==> src/rtl/uart_pkg.sv <==
// Shared UART definitions: TX FSM state encoding, default baud divisor and frame geometry.
package uart_pkg;
  localparam logic [2:0] IDLE  = 3'd0;
  localparam logic [2:0] FETCH = 3'd1;
  localparam logic [2:0] LOAD  = 3'd2;
  localparam logic [2:0] START = 3'd3;
  localparam logic [2:0] DATA  = 3'd4;
  localparam logic [2:0] STOP  = 3'd5;

  localparam int CLKS_PER_BIT_9600 = 10417;
  localparam int FRAME_BITS        = 10;
  localparam int DATA_BITS         = 8;
endpackage

==> src/rtl/uart_baud_gen.sv <==
// Bit-period counter: counts 0..clks_per_bit-1 and wraps, pulsing bit_tick on the last count.
// Held at zero while clear is high so every bit period starts from a clean count.
module uart_baud_gen #(
  parameter int clks_per_bit = 10417
) (
  input  logic clk,
  input  logic reset,
  input  logic clear,
  output logic bit_tick
);
  localparam int CNT_W = (clks_per_bit > 1) ? $clog2(clks_per_bit) : 1;
  localparam logic [CNT_W-1:0] LAST = CNT_W'(clks_per_bit - 1);

  logic [CNT_W-1:0] cnt_q, cnt_d;

  always_comb begin
    cnt_d = cnt_q + 1'b1;
    if (clear || (cnt_q == LAST)) cnt_d = '0;
  end

  assign bit_tick = !clear && (cnt_q == LAST);

  always_ff @(posedge clk) begin
    if (reset) cnt_q <= '0;
    else       cnt_q <= cnt_d;
  end
endmodule

==> src/rtl/fifo_uart_tx.sv <==
// FIFO drain stage: pops one byte per frame and serialises it as 8N1 on tx, LSB first.
// All outputs are registered; a new frame only starts from IDLE when tx_enable && !fifo_empty.
module fifo_uart_tx
  import uart_pkg::*;
#(
  parameter int clks_per_bit = CLKS_PER_BIT_9600,
  parameter int data_bits    = DATA_BITS
) (
  input  logic                 clk,
  input  logic                 reset,
  input  logic                 fifo_empty,
  input  logic [data_bits-1:0] fifo_data,
  input  logic                 tx_enable,
  output logic                 fifo_read,
  output logic                 tx,
  output logic                 busy,
  output logic                 tx_done
);
  localparam int IDX_W = $clog2(data_bits);
  localparam logic [IDX_W-1:0] LAST_IDX = IDX_W'(data_bits - 1);

  logic [2:0]           state_q, state_d;
  logic [data_bits-1:0] shift_q, shift_d;
  logic [IDX_W-1:0]     bit_idx_q, bit_idx_d;
  logic                 tx_q, tx_d;
  logic                 fifo_read_q, fifo_read_d;
  logic                 busy_q, busy_d;
  logic                 tx_done_q, tx_done_d;
  logic                 baud_clear;
  logic                 bit_tick;

  // The counter only runs while a bit is on the line, so START always begins at count 0.
  assign baud_clear = (state_q != START) && (state_q != DATA) && (state_q != STOP);

  uart_baud_gen #(
    .clks_per_bit(clks_per_bit)
  ) u_baud (
    .clk     (clk),
    .reset   (reset),
    .clear   (baud_clear),
    .bit_tick(bit_tick)
  );

  always_comb begin
    state_d   = state_q;
    shift_d   = shift_q;
    bit_idx_d = bit_idx_q;
    tx_done_d = 1'b0;
    case (state_q)
      IDLE:  if (tx_enable && !fifo_empty) state_d = FETCH;
      FETCH: state_d = LOAD;
      LOAD: begin
        shift_d = fifo_data;
        state_d = START;
      end
      START: if (bit_tick) begin
        state_d   = DATA;
        bit_idx_d = '0;
      end
      DATA: if (bit_tick) begin
        if (bit_idx_q == LAST_IDX) begin
          state_d = STOP;
        end else begin
          shift_d   = shift_q >> 1;
          bit_idx_d = bit_idx_q + 1'b1;
        end
      end
      STOP: if (bit_tick) begin
        state_d   = IDLE;
        tx_done_d = 1'b1;
      end
      default: state_d = IDLE;
    endcase

    // Outputs are decoded from the next state so they line up with it after the edge.
    case (state_d)
      START:   tx_d = 1'b0;
      DATA:    tx_d = shift_d[0];
      default: tx_d = 1'b1;
    endcase
    fifo_read_d = (state_d == FETCH);
    busy_d      = (state_d != IDLE);
  end

  always_ff @(posedge clk) begin
    if (reset) begin
      state_q     <= IDLE;
      shift_q     <= '0;
      bit_idx_q   <= '0;
      tx_q        <= 1'b1;
      fifo_read_q <= 1'b0;
      busy_q      <= 1'b0;
      tx_done_q   <= 1'b0;
    end else begin
      state_q     <= state_d;
      shift_q     <= shift_d;
      bit_idx_q   <= bit_idx_d;
      tx_q        <= tx_d;
      fifo_read_q <= fifo_read_d;
      busy_q      <= busy_d;
      tx_done_q   <= tx_done_d;
    end
  end

  assign fifo_read = fifo_read_q;
  assign tx        = tx_q;
  assign busy      = busy_q;
  assign tx_done   = tx_done_q;
endmodule

==> config.mk <==
export PLATFORM = sky130hd
export DESIGN_NAME = fifo_uart_tx
export DESIGN_NICKNAME = d
export VERILOG_FILES = /design/src/rtl/uart_pkg.sv /design/src/rtl/uart_baud_gen.sv /design/src/rtl/fifo_uart_tx.sv
export SDC_FILE = /design/constraint.sdc
export NUM_CORES = 1
export LEC_CHECK = 0
export ABC_AREA = 1
export CAP_MARGIN = 20
export CORE_UTILIZATION = 35
export DETAILED_ROUTE_END_ITERATION = 6
export GPL_TIMING_DRIVEN = 0
export SYNTH_ARGS = -nofsm -noshare
export SYNTH_HDL_FRONTEND = slang
export SYNTH_SLANG_ARGS = --single-unit
==> constraint.sdc <==
create_clock -name clk -period 2.15 [get_ports clk]
set_input_delay 0.43 -clock clk [delete_from_list [all_inputs] [get_ports clk]]
set_output_delay 0.43 -clock clk [all_outputs]
set_load 0.01 [all_outputs]
==> results of run 1 <==
sequential cells by signal, summed over array words and instances (netlist names):
signal and count:
u_baud.cnt_q 14, shift_q 8, bit_idx_q 3, fifo_read 1, tx 1, tx_done 1
busy 1, state_q 3
Yosys cell counts:
master,n,area (um^2)
a21oi_1,15,75.1
a21oi_2,1,8.76
a22oi_1,6,45.0
a31oi_1,2,12.5
clkbuf_1,1,3.75
clkinv_1,1,3.75
dfxtp_1,32,641
ha_1,4,50.1
inv_1,29,109
inv_2,4,15.0
inv_4,1,6.26
nand2_1,43,161
nand2_2,3,18.8
nand3_1,13,65.1
nand3_2,1,10.0
nand3b_1,1,7.51
nand4_1,4,25.0
nor2_1,24,90.1
nor2_2,2,12.5
nor2_4,4,45.0
nor3_1,5,25.0
nor3_4,1,16.3
nor3b_2,1,12.5
o211ai_1,1,7.51
o21ai_0,4,20.0
o21ai_1,3,15.0
xnor2_1,1,8.76
xor2_1,4,35.0
kinds of logic after synthesis:
group | count (synthesis) | share of synthesized area [%]
AND/OR/NAND/NOR | 102 | 31.7
buffers and inverters | 36 | 8.91
AO/OA/AOI/OAI | 32 | 11.9
flip-flops | 32 | 41.5
XOR/XNOR | 5 | 2.83
adder cells (fa/ha/maj) | 4 | 3.24
final timing paths:
kind                   start              end  slack, ns  cells past startpoint
min reg2reg     bit_idx_q[0]     bit_idx_q[0]       0.46                      1
min             bit_idx_q[0]     bit_idx_q[0]       0.46                      1
max reg2reg  u_baud.cnt_q[0]  u_baud.cnt_q[9]       0.53                     11
max          u_baud.cnt_q[0]  u_baud.cnt_q[9]       0.53                     11
worst max-delay path, delay by kind of cell, from the launching register on:
family	cells	cell delay (ns)
AND/OR/NAND/NOR	4	0.54
flip-flops	1	0.38
buffers and inverters	4	0.26
adder cells (fa/ha/maj)	1	0.21
AO/OA/AOI/OAI	2	0.18
per-layer routing:
layer  track usage [%]  share of wire [%]  vias up
li1                  -                  -      719
met1              20.1                 53      584
met2              22.9                 44       21
met3              4.00                2.4        2
met4              4.69                1.1        0
met5                 0                  0        -
final cells by class:
class,instances,share of cell area (%)
Clock inverter,2,0.541
Tap cell,50,3.38
Timing Repair Buffer,15,8.11
Buffer,1,0.203
Sequential cell,32,34.6
Clock buffer,6,4.46
Inverter,35,7.23
Multi-Input combinational cell,143,41.4
power by group through the flow:
stage | clock, mW | combinational [mW] | sequential [mW]
after floorplan | 0 | 0.0511 | 0.634
after global placement | 0 | 0.0951 | 0.632
after detailed placement | 0 | 0.0952 | 0.632
after CTS | 0.482 | 0.0955 | 0.619
after global routing | 0.515 | 0.106 | 0.621
final | 0.464 | 0.0950 | 0.619
==> results_dict.tcl, run 1 <==
set metrics [dict create \
    clk_latency_ns 0.27 \
    fin_crit_ns 1.62 \
    p_int_uw 913 \
    hpwl_um 2260 \
    slew_viol_final 0 \
    root_buffer "clkbuf_8" \
    wirelength_um 2940 \
    maxCapViolCount 0 \
    critPathKind "flop to flop" \
    place_area_um2 1760 \
    initial_core_util_pct 37.5 \
    whs_ns 0.457 \
    cts_tree "built" \
    fin_area_um2 1850 \
    final-setup-viol-count 0 \
    ys_ff_latch 32 \
    total_power_mw 1.18 \
    fin_ws_ns 0.530 \
    max_freq_ghz 0.617 \
    crit_top_cell "inv_1" \
    rsz0062_at_grt "false" \
    final_layout_size_suffix_gt1_share_pct 11.1 \
    start_kind "flop" \
    antenna_left 0 \
    hold_class "flop to flop" \
    cts_sinks 32 \
    register_area_um2 641 \
    final_cell_mix "nand2_1, dfxtp_1, inv_1" \
    pre_cts_ws_ns 0.370 \
    dp_cells 276 \
    drtPass1Iterations 4 \
    syn_nets 227 \
    post-cts-setup-buffers 0 \
    final_common_cell "nand2_1" \
    leakage_nw 0.775 \
    crit_required_ns 2.37 \
    final_net_count 249 \
    slowest_stage "dfxtp_1" \
    p_sw_uw 266 \
    hold_buffers 0 \
    ctsResizeCount 0 \
    seqPwrFrac_pct 52.5 \
    swShare_pct 22.5 \
    status "completed" \
    p_per_area_nw_per_um2 637 \
    peakVddDrop_mv 0.309 \
    grt_remaining_overflow 0 \
    gp_congestion 0.785 \
    grt_max_degree 11 \
    cts_buffers 5 \
    fin_crit_sh_pct 75.4 \
    cts.clk_slew.worst_paths_ns 0.07 \
    synthDistinctLibCells 28 \
    comb_power_share_pct 8.1 \
    drcViolationCount 0 \
    die_area_um2 4680 \
    avgViaCountPerCell 4.67 \
    yosysWarnings 0 \
    htree_levels 2 \
    crit_path_max_incr_delay_ns 0.38 \
    slew_headroom_pct 69.9 \
    hold_violations 0 \
    routedWlPerCell_um 10.3 \
    worst_pin_slew_ns 0.452 \
    fin_tns_setup_ns 0 \
    postSynthCellCount 211 \
    crit_fanout 8 \
    num_vias 1326 \
    pin_count 16 \
    ctsLongestPathBuffers 2 \
    crit_chain "inv_1, ha_1, nand3_1, inv_1, nand2_2, nor2_4, nor3_4, inv_4, a21oi_2, o21ai_1, inv_1" \
    grt_pass1_vias 1227 \
    critPathArrivalTime_ns 1.84 \
    layout.cells.non_filler 284 \
    fin_util_pct 45.0 \
    syn-cell-area_um2 1550 \
    grt_usage_pct 14.9 \
    post_synth.cell_area_avg_um2 7.32 \
    rows 23 \
    antenna-diode-count 0 \
    fillers 426 \
    clkPwrFrac_pct 39.4 \
    end_kind "flop" \
    core_um2 4120 \
    grt_antenna_before_repair 0 \
    grt_pass1_wl_um 5200 \
    drtIter0Drc 67 \
    portBuffers 15 \
    skew_ns 0.00839 \
    ys_seq_area_share_pct 41.5 \
    area_growth_pct 19.8 \
    multi_input_area_um2 767 \
    die_w_um 68.4 \
    die_h_um 68.4 \
]
Power figures use the tool's default switching activity.
==> inputs of run 2 (changes only) <==
==> constraint.sdc (replaced) <==
create_clock -name clk -period 1.5 [get_ports clk]
set_input_delay 0.3 -clock clk [delete_from_list [all_inputs] [get_ports clk]]
set_output_delay 0.3 -clock clk [all_outputs]
set_load 0.01 [all_outputs]
==> run 2 against run 1 <==
Compared with the run above: cell area up 7.5%; clock-buffer cell count is the same; global-route usage up 0.21 points; sequential power is 43% higher; non-clock buffer count increased by 6; critical path type unchanged; largest power group unchanged.
==> results_dict.tcl, run 2 (synthesized netlist as in run 1, its figures left out) <==
set metrics [dict create \
    status "completed" \
    crit_required_ns 1.65 \
    grt_pass1_wl_um 5280 \
    grt_pass1_vias 1248 \
    grt_busiest_layer "met2" \
    comb_power_share_pct 8.4 \
    met2_usage_pct 23.4 \
    fin_tns_setup_ns 0 \
    die_area_um2 4680 \
    critPathKind "flop to flop" \
    drtIter0Drc 91 \
    die_w_um 68.4 \
    final_layout_size_suffix_gt1_share_pct 24.6 \
    max_freq_ghz 0.680 \
    grt_remaining_overflow 0 \
    hold_class "flop to flop" \
    initial_core_util_pct 37.5 \
    final_net_count 255 \
    worst_pin_slew_ns 0.462 \
    rows 23 \
    grt_antenna_before_repair 0 \
    clkPwrFrac_pct 39.3 \
    leakage_nw 0.811 \
    antenna_left 0 \
    peakVddDrop_mv 0.442 \
    start_kind "flop" \
    gp_congestion 0.785 \
    die_h_um 68.4 \
    cts.clk_slew.worst_paths_ns 0.07 \
    avgViaCountPerCell 4.77 \
    p_per_area_nw_per_um2 855 \
    fin_area_um2 1990 \
    globalRouteMet1Util_pct 20.2 \
    final_common_cell "nand2_1" \
    maxCapViolCount 0 \
    grt_usage_pct 15.1 \
    slew_headroom_pct 69.2 \
    cts_sinks 32 \
    swShare_pct 22.8 \
    p_int_mw 1.31 \
    largest_reg_flops 14 \
    hpwl_um 2260 \
    antenna-diode-count 0 \
    final-setup-viol-count 0 \
    fin_crit_sh_pct 98.1 \
    cts_tree "built" \
    root_buffer "clkbuf_8" \
    drcViolationCount 0 \
    clk_latency_ns 0.27 \
    wirelength_um 3050 \
    ctsLongestPathBuffers 2 \
    final_cell_mix "nand2_1, dfxtp_1, inv_1" \
    cts_buffers 5 \
    crit_fanout 4 \
    htree_levels 2 \
    grt_max_degree 11 \
    fin_crit_ns 1.47 \
    skew_ns 0.00853 \
    p_sw_uw 388 \
    area_growth_pct 28.7 \
    critPathArrivalTime_ns 1.62 \
    rsz0062_at_grt "true" \
    routedWlPerCell_um 10.5 \
    portBuffers 15 \
    hold_violations 0 \
    core_um2 4120 \
    hold_buffers 0 \
    reg_top3 "u_baud.cnt_q x14, shift_q x8" \
    num_vias 1382 \
    end_kind "flop" \
    seqPwrFrac_pct 52.2 \
    pin_count 16 \
    drtPass1Iterations 4 \
    place_area_um2 1760 \
    slew_viol_final 0 \
    regMostFlops "u_baud.cnt_q" \
    met3_usage_pct 4.00 \
]
run 2: cell count changes in the layout (fill, tap and decap cells not counted), sizes merged:
cell  previous run  this run
buf              0         6
run 2: metal layers:
metal,part of all wire (%),wire length (um)
met1,49,1500
met2,46,1410
met3,3.3,100
met4,1.1,33
met5,0,0
run 2: worst paths after layout:
check	startpoint	slack, ns	endpoint	depth (start not counted)
worst max register to register	u_baud.cnt_q[0]	0.03	bit_idx_q[1]	10
worst max-delay path	u_baud.cnt_q[0]	0.03	bit_idx_q[1]	10
worst min register to register	bit_idx_q[0]	0.43	bit_idx_q[0]	1
worst min-delay path	bit_idx_q[0]	0.43	bit_idx_q[0]	1
run 2: worst max-delay path, cell delays in order (launching register included):
cell	delay (ns)
dfxtp_2	0.34
inv_2	0.06
ha_4	0.14
nand3_4	0.08
inv_2	0.06
nand2_2	0.06
nor2_4	0.18
buf_6	0.12
o211ai_1	0.12
nand2_1	0.12
a21oi_2	0.05
run 2: power groups by stage:
stage                     clock network, mW  logic, mW  registers [mW]
after floorplan                           0     0.0733           0.908
after global placement                    0      0.136           0.907
after detailed placement                  0      0.136           0.906
after CTS                             0.691      0.139           0.887
after global routing                  0.739      0.158           0.891
final                                 0.669      0.143           0.888
run 2: area by class of cell:
class                   count  area (um^2)
well taps                  50         62.6
inverters                  35          141
clock inverters             2         10.0
plain buffers               1         3.75
multi-input cells         143          833
flip-flops and latches     32          649
repair buffers             21          206
fillers                   421         2130
clock buffers               6         82.6
run 2: repair_timing:
item,4_1_cts,5_1_grt
pin swaps,2,7
setup endpoints to repair,22,17
gates resized for setup,9,27
setup buffers,3,3
run 2: per-stage QoR:
stage	utilization [%]	total power, mW	hold slack (ns)	setup WS (ns)	std cells
2_1_floorplan	-	0.981	0.378	0.0765	211
3_3_place_gp	42.7	1.04	0.440	-0.139	276
3_5_place_dp	42.7	1.04	0.450	-0.150	276
4_1_cts	46.0	1.72	0.431	0.00100	287
5_1_grt	48.3	1.79	0.451	-0.0549	290
6_report	48.3	1.70	0.430	0.0291	290
==> inputs of run 3 (changes only) <==
--- a/config.mk
+++ b/config.mk
@@ -7,9 +7,10 @@
 export LEC_CHECK = 0
 export ABC_AREA = 1
 export CAP_MARGIN = 20
-export CORE_UTILIZATION = 35
+export CORE_UTILIZATION = 56
 export DETAILED_ROUTE_END_ITERATION = 6
 export GPL_TIMING_DRIVEN = 0
+export PLACE_DENSITY = 0.79
 export SYNTH_ARGS = -nofsm -noshare
 export SYNTH_HDL_FRONTEND = slang
 export SYNTH_SLANG_ARGS = --single-unit
==> constraint.sdc (replaced) <==
create_clock -name clk -period 1.75 [get_ports clk]
set_input_delay 0.35 -clock clk [delete_from_list [all_inputs] [get_ports clk]]
set_output_delay 0.35 -clock clk [all_outputs]
set_load 0.01 [all_outputs]
==> run 3 against run 2 <==
Compared with the run above: setup slack gained 0.13 ns; clock skew shrank 0.0011 ns; fmax shrank 7.5%; sequential power shrank 14%; global-route usage grew 12 points; register-to-register slack gained 0.13 ns; hold slack gained 0.0045 ns; sequential cell count is the same; highest routed layer unchanged; via count grew 6.4%; cell count shrank 7.9%.
==> results_dict.tcl, run 3 (synthesized netlist as in run 1, its figures left out) <==
set metrics [dict create \
    status "completed" \
    path_buf_inv 3 \
    final-setup-viol-count 0 \
    antenna_left 0 \
    crit_fanout 6 \
    min_from "u_baud.cnt_q[0]" \
    p_per_area_nw_per_um2 784 \
    fin_util_pct 72.0 \
    hold_class "flop to flop" \
    clk_latency_ns 0.35 \
    hold_buffers 0 \
    gp_congestion 0.816 \
    num_vias 1470 \
    hpwl_um 2360 \
    reg2reg_from "u_baud.cnt_q[0]" \
    whs_ns 0.434 \
    routedWlPerCell_um 12.6 \
    layout.cells.non_filler 267 \
    comb_power_share_pct 8.4 \
    cts.clk_slew.worst_paths_ns 0.09 \
    crit_path_max_incr_delay_ns 0.36 \
    end_kind "flop" \
    largest_reg_flops 14 \
    initial_core_util_pct 60.7 \
    cp_top_family "simple AND/OR/NAND/NOR gates" \
    critPathArrivalTime_ns 1.86 \
    die_w_um 54.5 \
    reg_top3 "u_baud.cnt_q x14, shift_q x8" \
    antenna-diode-count 0 \
    fin_tns_setup_ns 0 \
    slew_headroom_pct 69.1 \
    drtPass1Iterations 5 \
    p_sw_uw 329 \
    root_buffer "clkbuf_4" \
    start_kind "flop" \
    maxCapViolCount 0 \
    cts_tree "built" \
    swShare_pct 22.9 \
    crit_required_ns 2.02 \
    regMostFlops "u_baud.cnt_q" \
    leakage_nw 0.783 \
    avgViaCountPerCell 5.51 \
    grt_pass1_vias 1361 \
    globalRouteMet1Util_pct 30.4 \
    wirelength_um 3370 \
    die_h_um 54.5 \
    htree_levels 2 \
    met3_usage_pct 6.39 \
    ctsLongestPathBuffers 2 \
    slowest_stage "dfxtp_2" \
    fin_crit_sh_pct 90.9 \
    peakVddDrop_mv 0.655 \
    fin_ws_ns 0.160 \
    grt_usage_pct 26.8 \
    dp_cells 256 \
    drcViolationCount 0 \
    area_growth_pct 18.6 \
    met2_usage_pct 42.7 \
    grt_pass1_wl_um 5460 \
    final_cell_mix "nand2_1, dfxtp_1, inv_1" \
    final_net_count 252 \
    r2r_slack_ns 0.16 \
    cts_buffers 5 \
    hold_violations 0 \
    seqPwrFrac_pct 53.0 \
    die_area_um2 2970 \
    grt_busiest_layer "met2" \
    rsz0062_at_grt "false" \
    fin_crit_ns 1.59 \
    cp-startpoint "u_baud.cnt_q[0]" \
    pin_count 16 \
    skew_ns 0.00747 \
    rows 18 \
    clkPwrFrac_pct 38.6 \
    grt_antenna_before_repair 0 \
    crit_chain "inv_1, ha_1, nand3_1, inv_1, nand2_2, nor2_4, nor3_4, buf_4, o21ai_1, a21oi_1" \
    cts_sinks 32 \
    crit_top_cell "inv_1" \
    core_um2 2540 \
    fillers 226 \
    p_int_mw 1.11 \
    max_freq_ghz 0.629 \
    slew_viol_final 0 \
    critPathKind "flop to flop" \
    pre_cts_ws_ns 0.0602 \
    drtIter0Drc 53 \
    worst_pin_slew_ns 0.463 \
    grt_remaining_overflow 0 \
    final_layout_size_suffix_gt1_share_pct 12.2 \
    final_common_cell "nand2_1" \
    grt_max_degree 11 \
    portBuffers 15 \
]
==> run 3: cell types whose count changed in the layout (fill, tap and decap cells not counted), sizes merged <==
cell,before,now
buf,6,3
bufinv,0,1
clkinv,3,2
==> run 3: cell type report <==
class	instances	area (um^2)	share of cell area [%]
clock inverter	2	35.0	1.91
buffer	1	3.75	0.205
multi-input combinational	143	767	41.8
clock buffer	6	41.3	2.25
inverter	35	134	7.30
timing repair buffer	18	173	9.42
sequential	32	642	35.0
tap	30	37.5	2.05
==> run 3: path summary, 6_finish.rpt <==
path | endpoint | cells past startpoint
worst min-delay path | u_baud.cnt_q[0] | 1
worst max register to register | u_baud.cnt_q[7] | 10
worst max-delay path | u_baud.cnt_q[7] | 10
worst min register to register | u_baud.cnt_q[0] | 1
==> run 3: stage by stage <==
stage / power, mW / cell area [um^2]
CTS: 1.45 / 1830
global placement: 0.891 / 1730
floorplan: 0.841 / 1550
detailed placement: 0.896 / 1730
global route: 1.49 / 1830
finish: 1.44 / 1830
==> run 3: repair_timing <==
item | in CTS | in global routing
resized for setup | 0 | 1
cloned | 0 | 0
pin swaps | 1 | 1
setup endpoints to repair | 1 | 11
buffers inserted | 3 | 0
endpoints found under the hold margin | 0 | 0
==> run 3: power groups by stage <==
stage          combinational (mW)  sequential [mW]  clock [mW]
2_1_floorplan              0.0628            0.778           0
3_3_place_gp                0.113            0.777           0
3_5_place_dp                0.117            0.778           0
4_1_cts                     0.121            0.761       0.566
5_1_grt                     0.134            0.764       0.595
6_report                    0.121            0.761       0.555
==> run 3: per-layer routing <==
| metal | vias up | routed length (um) | share of wire, % |
|---|---|---|---|
| li1 | 733 | - | - |
| met4 | 0 | 128 | 3.8 |
| met1 | 677 | 1430 | 42 |
| met5 | - | 0 | 0 |
| met2 | 46 | 1650 | 49 |
| met3 | 14 | 164 | 4.9 |
